==> src/rtl/button_debounce.sv <==
// Synchronises one raw active-low push button, filters contact bounce and
// emits a single-cycle pulse each time a press is accepted.
module button_debounce #(
   parameter int DEBOUNCE_CYCLES = 120000
) (
   input  logic clk,
   input  logic reset,
   input  logic rawN,
   output logic pressed,
   output logic pressEv
);

   localparam int TW = (DEBOUNCE_CYCLES > 1) ? $clog2(DEBOUNCE_CYCLES) : 1;
   localparam logic [TW-1:0] TIMER_LAST = TW'(DEBOUNCE_CYCLES - 1);

   logic          sync1_q, sync2_q;
   logic          level_q, level_d;
   logic          ev_q, ev_d;
   logic [TW-1:0] timer_q, timer_d;

   // Two-flop synchroniser. The pin is inverted ahead of the chain so a
   // cleared flop already means "released", and no phantom difference is
   // seen while the chain refills after reset.
   // NOTE: clocked state uses <= so every flop samples pre-edge values; = here would collapse the two synchroniser stages into one.
   always_ff @(posedge clk or posedge reset) begin
      if (reset) begin
         sync1_q <= 1'b0;
         sync2_q <= 1'b0;
      end else begin
         sync1_q <= ~rawN;
         sync2_q <= sync1_q;
      end
   end

   // Debounce: count while the synced level disagrees with the accepted one,
   // flip after DEBOUNCE_CYCLES disagreeing cycles, pulse on a new press.
   // NOTE: every always_comb output gets a default first so no path leaves it unassigned and a latch is never inferred.
   always_comb begin
      level_d = level_q;
      timer_d = '0;
      ev_d    = 1'b0;
      if (sync2_q != level_q) begin
         if (timer_q == TIMER_LAST) begin
            level_d = sync2_q;
            ev_d    = sync2_q;
         end else begin
            timer_d = timer_q + TW'(1);
         end
      end
   end

   // Accepted level, debounce timer and the registered press pulse.
   always_ff @(posedge clk or posedge reset) begin
      if (reset) begin
         level_q <= 1'b0;
         timer_q <= '0;
         ev_q    <= 1'b0;
      end else begin
         level_q <= level_d;
         timer_q <= timer_d;
         ev_q    <= ev_d;
      end
   end

   assign pressed = level_q;
   assign pressEv = ev_q;

endmodule

==> src/rtl/decode_addr_stepper.sv <==
// Drives the 4-bit select of the 4-to-16 LED decoder. Up/down buttons step
// the address by hand; the run button toggles an auto-increment mode that
// advances the address once every STEP_CYCLES clocks.
module decode_addr_stepper #(
   parameter int DEBOUNCE_CYCLES = 120000,
   parameter int STEP_CYCLES     = 6000000
) (
   input  logic clk,
   input  logic reset,
   input  logic btnUp,
   input  logic btnDown,
   input  logic btnRun,
   output logic a3,
   output logic a2,
   output logic a1,
   output logic a0,
   output logic running,
   output logic wrap
);

   localparam logic MANUAL = 1'b0;
   localparam logic RUN    = 1'b1;

   localparam int SW = (STEP_CYCLES > 1) ? $clog2(STEP_CYCLES) : 1;
   localparam logic [SW-1:0] STEP_LAST = SW'(STEP_CYCLES - 1);

   logic          up_ev, down_ev, run_ev;
   logic [2:0]    unused_pressed;
   logic          state_q, state_d;
   logic [3:0]    addr_q, addr_d;
   logic [SW-1:0] step_q, step_d;
   logic          wrap_q, wrap_d;

   button_debounce #(.DEBOUNCE_CYCLES(DEBOUNCE_CYCLES)) u_up (
      .clk     (clk),
      .reset   (reset),
      .rawN    (btnUp),
      .pressed (unused_pressed[0]),
      .pressEv (up_ev)
   );

   button_debounce #(.DEBOUNCE_CYCLES(DEBOUNCE_CYCLES)) u_down (
      .clk     (clk),
      .reset   (reset),
      .rawN    (btnDown),
      .pressed (unused_pressed[1]),
      .pressEv (down_ev)
   );

   button_debounce #(.DEBOUNCE_CYCLES(DEBOUNCE_CYCLES)) u_run (
      .clk     (clk),
      .reset   (reset),
      .rawN    (btnRun),
      .pressed (unused_pressed[2]),
      .pressEv (run_ev)
   );

   // Mode FSM and address stepping; the run button outranks up/down, and the
   // step timer only counts in RUN so it is zero whenever RUN is entered.
   always_comb begin
      state_d = state_q;
      addr_d  = addr_q;
      step_d  = '0;
      wrap_d  = 1'b0;
      if (state_q == MANUAL) begin
         if (run_ev) begin
            state_d = RUN;
         end else if (up_ev && !down_ev) begin
            addr_d = addr_q + 4'd1;
            wrap_d = (addr_q == 4'hF);
         end else if (down_ev && !up_ev) begin
            addr_d = addr_q - 4'd1;
            wrap_d = (addr_q == 4'h0);
         end
      end else begin
         if (run_ev) begin
            state_d = MANUAL;
         end else if (step_q == STEP_LAST) begin
            addr_d = addr_q + 4'd1;
            wrap_d = (addr_q == 4'hF);
         end else begin
            step_d = step_q + SW'(1);
         end
      end
   end

   // Mode, address, step timer and wrap pulse registers.
   always_ff @(posedge clk or posedge reset) begin
      if (reset) begin
         state_q <= MANUAL;
         addr_q  <= 4'h0;
         step_q  <= '0;
         wrap_q  <= 1'b0;
      end else begin
         state_q <= state_d;
         addr_q  <= addr_d;
         step_q  <= step_d;
         wrap_q  <= wrap_d;
      end
   end

   assign {a3, a2, a1, a0} = addr_q;
   assign running          = (state_q == RUN);
   assign wrap             = wrap_q;

endmodule

==> config.mk <==
export PLATFORM = sky130hd
export DESIGN_NAME = decode_addr_stepper
export DESIGN_NICKNAME = d
export VERILOG_FILES = /design/src/rtl/button_debounce.sv /design/src/rtl/decode_addr_stepper.sv
export SDC_FILE = /design/constraint.sdc
export NUM_CORES = 1
export LEC_CHECK = 0
export CORE_UTILIZATION = 55
export CTS_CLUSTER_DIAMETER = 200
export DETAILED_ROUTE_END_ITERATION = 12
export PLACE_DENSITY = 0.72
export SLEW_MARGIN = 10
export SYNTH_ARGS = -nofsm -noshare
export SYNTH_HDL_FRONTEND = slang
export SYNTH_SLANG_ARGS = --single-unit
==> constraint.sdc <==
create_clock -name clk -period 11.1 [get_ports clk]
set_clock_uncertainty 0.1 [all_clocks]
set_input_delay 3.33 -clock clk [delete_from_list [all_inputs] [get_ports clk]]
set_output_delay 3.33 -clock clk [all_outputs]
set_load 0.05 [all_outputs]
Yosys cells after proc, flatten, opt, wreduce, memory -nomap -nowiden
Index checks and enable logic that the tools add are counted.
{"block": "totals", "out_inout_bits": 6, "in_bits": 5, "ff_bits": 92}
{"block": "classes", "n_eq_ne": 9, "n_addsub": 6, "n_mux": 30, "bitwise_logic": 4, "reduce_logical": 10}
{"op": "$mux 17", "count": 6}
{"op": "$mux 23", "count": 3}
{"op": "$add 17x1->17 const B", "count": 3}
{"op": "$eq 17x17->1 const B", "count": 3}
{"op": "$mux 4", "count": 6}
{"op": "$add 23x1->23 const B", "count": 1}
{"op": "$eq 23x23->1 const B", "count": 1}
{"op": "$mux 1", "count": 15}
{"op": "$reduce_and 2->1", "count": 3}
{"op": "$add 4x1->4 const B", "count": 1}
{"op": "$eq 4x4->1 const B", "count": 1}
{"op": "$logic_not 4->1", "count": 1}
{"op": "$not 1->1", "count": 4}
{"op": "$sub 4x1->4 const B", "count": 1}
{"op": "$ne 1x1->1", "count": 3}
{"op": "$reduce_and 3->1", "count": 1}
{"op": "$reduce_bool 3->1", "count": 1}
{"op": "$logic_and 1x1->1", "count": 2}
{"op": "$logic_not 1->1", "count": 2}
{"op": "$ne 2x1->1 const B", "count": 1}

Depth between registers and ports, before layout
{"block": "depth", "word_depth": 6, "depth_mapped": 7, "ltp_nobuf": 6}

Cells and area by module
Synthesis repeated with hierarchy kept, for this count alone.
{"block": "unflattened", "cells_unflattened": 460, "hier_area_um2": 4568.1}
{"module": "button_debounce", "area_each_um2": 979.7, "instances": 3, "cells_per_inst": 95}
{"module": "decode_addr_stepper", "area_each_um2": 1629.1, "instances": 1, "cells_per_inst": 175}

Least setup slack after synthesis
Ideal clock, no wire load.
{"block": "synth_timing", "kind": "reg2out", "start": "register state_q (netlist: running)", "end": "output running", "n_path_buf": 0, "required_time_ps": 7670, "stages_incl_launch_ff": 1, "arrival_time_ps": 686, "setup_slack_ps": 6984, "cell_sequence": "dfrtp_1"}
{"item": "from (decl)", "line_no": "decode_addr_stepper.sv:29", "source": "logic state_q, state_d;"}
{"item": "from (signal assigned)", "line_no": "decode_addr_stepper.sv:95", "source": "state_q <= state_d;"}
{"item": "to (decl)", "line_no": "decode_addr_stepper.sv:17", "source": "output logic running,"}
No word-level cell between the ends.

Final worst setup path
{"block": "layout_timing", "start": "register addr_q[2]", "end": "output a2"}
{"item": "from (decl)", "line_no": "decode_addr_stepper.sv:30", "source": "logic [3:0] addr_q, addr_d;"}
{"item": "from (signal assigned)", "line_no": "decode_addr_stepper.sv:96", "source": "addr_q <= addr_d;"}
{"item": "to (decl)", "line_no": "decode_addr_stepper.sv:14", "source": "output logic a2,"}
No word-level cell between the ends.

==> results.txt <==
The cell leakage power is 0.00200 uW. The most congested layer reported by global routing is met2. Once placement completed, the tool counted placed cells totaling 531. The worst register-to-register path begins at step_q[0].

Area growth from synthesis to layout: 8.70%. The run gives 0 as the final setup violation count. After synthesis the cells add up to 0.00433 sq mm.

The worst hold path depth was 0; the required time of the worst setup path was 7670 ps. The terminating pin of the worst hold path is u_up.sync2_q. The tools report the cell count after synthesis as 427.

STA puts the critical path data arrival time at 1670 ps. Dividing the detail-routed via count by the number of cells gives 5.44. After routing the design area is 0.00471 sq mm.

Met3 usage in global routing: 3.79%. The library cell with the highest instance count after synthesis was dfrtp_1. Once the floorplan was initialized, standard cells occupied 58.1% of the core. The run gives 31.5% as the met2 demand-to-capacity share in global routing. TritonCTS built the clock tree. Summed over all layers, the global routing overflow is 0.

STA classifies the critical path startpoint as a register. The tools report the count of cell types in the netlist as 40. The die footprint came out at 0.00823 sq mm. The slowest stage of the critical path is the clkdlybuf4s50_1 cell. The number of design-rule violations left by the first detailed-router iteration is 143. TritonCTS created 9 clock buffers.

Detailed placement ended at an HPWL of 4850 microns. The sort of element at the end of the critical path was a primary output. The number of levels the H-tree was split into is 3. OpenSTA, run right after detailed placement, puts the worst setup slack at 6060 ps. After synthesis, the most frequently instantiated cells are dfrtp_1 (92), nor2_1 (86), xor2_1 (36), xnor2_1 (35), nand3_1 (30). Summing over every cut layer, the via total after detailed routing is 2976.

The placed instances occupy a cell area of 0.00452 sq mm. After clock tree synthesis, the setup repair step added 0 buffers. After floorplanning, the core was divided into 31 placement rows. Final count of hold timing violations: 0. The tools report the number of antenna violations at the first check in global routing as 0.

The number of buffer and inverter instances along the worst setup path came out at 1. The fraction of final layout cells with drive strength greater than 1 was 6.03%; the floorplan die height was 90.7 microns. The overall fraction of global-route tracks in use is 20.0%, and the pin slew with the least headroom to its limit is 853 ps. The met1 usage in global routing was 27.4%. The count of buffers added on input and output ports is 10. The first global-routing pass estimated 13200 microns of wire. Fill cells in the final layout number 652.

Most common flop cell mapped by yosys: dfrtp_1. Across the run, the number of max-cap violations was 0. Counting cells, the worst reg-to-reg path comes to 6. The flow ran to the end, and the final reports show no timing, DRC or antenna violations. For the worst-skew pair, the clock arrives at the later sink with an insertion delay of 350 ps.

The number of nets in the synthesized netlist is 439. The cell taking the most area after synthesis was dfrtp_1. The tools report the reg-to-reg critical path endpoint as step_q[9]. The post-route DRC violation count was 0; the non-filler instance count after layout was 547. Power spread over the standard cell area amounts to 122 mW/mm^2.

Along the worst path, the maximum fanout reaches 6. Setup repair after global routing left no endpoint under its margin. The average size of a mapped cell was 10.1 sq um.

Launching instance or port of the critical path: addr_q[2]. The tree is rooted in a clkbuf_8. In this run the horizontal extent of the chip is 90.7 microns. The hold buffer count at CTS was 0; the minimum clock period was 5100 ps. The run gives 6000 ps as the minimum setup slack in the final design. The critical path in this run is classified as reg -> out. The number of warnings printed during yosys synthesis is 0, and the post-synthesis sequential element count is 92. In this run the worst hold path is classified as reg -> reg.

The count of final max-slew check failures is 0. Sequential elements use 53.2% of the synthesized area. For this block, the routed nets add up to 7260 microns of wire. On the worst path, the slowest cell contributes a delay of 870 ps.

For the number of gates resized after CTS, the log shows 0. The number of diodes was 0. Area fraction of the dominant cell type after synthesis: 53.2%. Once detail routing completed, the nets flagged for antenna violations numbered 0. Setup slack on the worst reg-to-reg path comes out at 8670 ps. In this run the most critical hold path is launched from u_up.sync1_q. Grouping stages by cell kind, the critical path spends the most delay in buffers and inverters. At the end of routability-driven placement, the weighted congestion stood at 0.773.

The final critical path takes up 46.0% of the cycle. Entering global routing, the biggest net connects 71 pins. The number of enable-type register cells in the synthesized netlist is 0.

At the end of the flow, the number of nets in the layout was 455. During I/O placement, the number of pins put on the boundary was 11. The tree built by TritonCTS fans out to 92 sinks.

In this run the standard cell core region covers 0.00745 sq mm. The worst max-slew margin expressed relative to the limit came out at 43.2%. In the synthesized netlist the async set-or-reset flop fraction comes to 100%.

Number of buffers on the longest clock path: 2. The maximum frequency from static timing analysis came out at 196 MHz. Ranked by total cell area, the synthesized netlist is headed by dfrtp_1 (53%), nor2_1 (7.5%), xor2_1 (7.3%), xnor2_1 (7.1%), nand3_1 (3.5%). The total negative setup slack is 0 ps, and the worst-case vdd ir drop is 0.0846 mV. The first detailed-routing pass took 4 iterations. After clock tree synthesis, the clock-pin slew on the worst setup and hold paths is 80 ps. The critical path goes through clkdlybuf4s50_1. The via count of the first global-routing pass was 2900; the wire length per cell after detailed routing was 13.3 microns.
registers in the layout (all words and copies together), names as in the netlist:
name and flops:
u_run.pressed 1, u_down.timer_q 17, u_run.sync2_q 1, wrap 1
u_run.pressEv 1, running 1, addr_q 4, u_down.pressed 1
u_up.pressEv 1, u_down.sync1_q 1, u_run.timer_q 17, u_up.pressed 1
u_down.pressEv 1, u_up.sync1_q 1, u_down.sync2_q 1, step_q 23
u_up.sync2_q 1, u_up.timer_q 17, u_run.sync1_q 1
power breakdown:
group | leakage (uW) | switching (uW) | internal, uW
Combinational | 0.000639 | 11.7 | 4.78
Clock | 0.0000931 | 111 | 103
Sequential | 0.00126 | 3.60 | 339
Total | 0.00200 | 127 | 447
through the flow:
step	hold slack, ps	utilization, %	power [uW]
4_1_cts	256	63.2	581
3_5_place_dp	236	60.7	366
5_1_grt	277	63.2	600
6_report	252	63.2	573
2_1_floorplan	231	-	361
3_3_place_gp	234	60.7	365
kinds of logic (layout without fill, tap and decap cells):
kind of cell / after synthesis / count (layout) / synth area share, %
flip-flops: 92 / 92 / 53.2
multiplexers: 4 / 4 / 1.04
AND/OR/NAND/NOR: 218 / 218 / 25.4
XOR/XNOR: 71 / 71 / 14.4
AO/OA/AOI/OAI: 13 / 13 / 1.65
adder cells (fa/ha/maj): 7 / 7 / 2.02
buffers and inverters: 22 / 43 / 2.31
worst max path at each step:
stage | end | slack (ps) | cells after the start
3_3_place_gp | step_q[15] | 6090 | 3
3_5_place_dp | step_q[11] | 6060 | 3
2_1_floorplan | addr_q[0] | 5280 | 1
4_1_cts | running | 5970 | 1
5_1_grt | a2 | 5900 | 1
6_report | a2 | 6000 | 1
layout make-up:
class                           count  area [sq um]  share of cell area, %
Tap cell                           99           124                   2.63
Inverter                           16          61.3                   1.30
Sequential cell                    92          2300                   48.9
Clock inverter                      5          52.6                   1.12
Timing Repair Buffer               11           108                   2.29
Multi-Input combinational cell    313          1930                   40.9
Clock buffer                       11           131                   2.79
layer usage:
metal	up-vias	share of wire [%]
met5	-	0
met4	0	1.6
met3	9	2.6
met2	31	47
met1	1470	48
li1	1466	-
cells in the final DEF, fill, tap and decap left out, drive strengths merged, types with 2 or more instances in the layout:
| cell type | n |
|---|---|
| o21ai | 6 |
| clkinv | 4 |
| xor2 | 36 |
| nor3 | 8 |
| nand3 | 31 |
| and2 | 2 |
| nor2 | 86 |
| inv | 15 |
| nand2 | 29 |
| or2 | 2 |
| nor3b | 2 |
| clkdlybuf4s50 | 10 |
| nand4 | 14 |
| nor4b | 3 |
| and4 | 6 |
| nor4bb | 4 |
| or3 | 4 |
| a21oi | 4 |
| nor4 | 7 |
| clkbuf | 11 |
| xnor2 | 35 |
| dfrtp | 92 |
| ha | 7 |
| and3 | 14 |
| mux2 | 4 |
worst reg2reg max path, cell delays in order (launching register included):
cell and delay [ps]:
dfrtp_1 400, ha_1 240, nand4_1 260, nor4_1 500
and4_1 320, or2_2 380, nor2_1 100
Power figures use the tool's default switching activity.
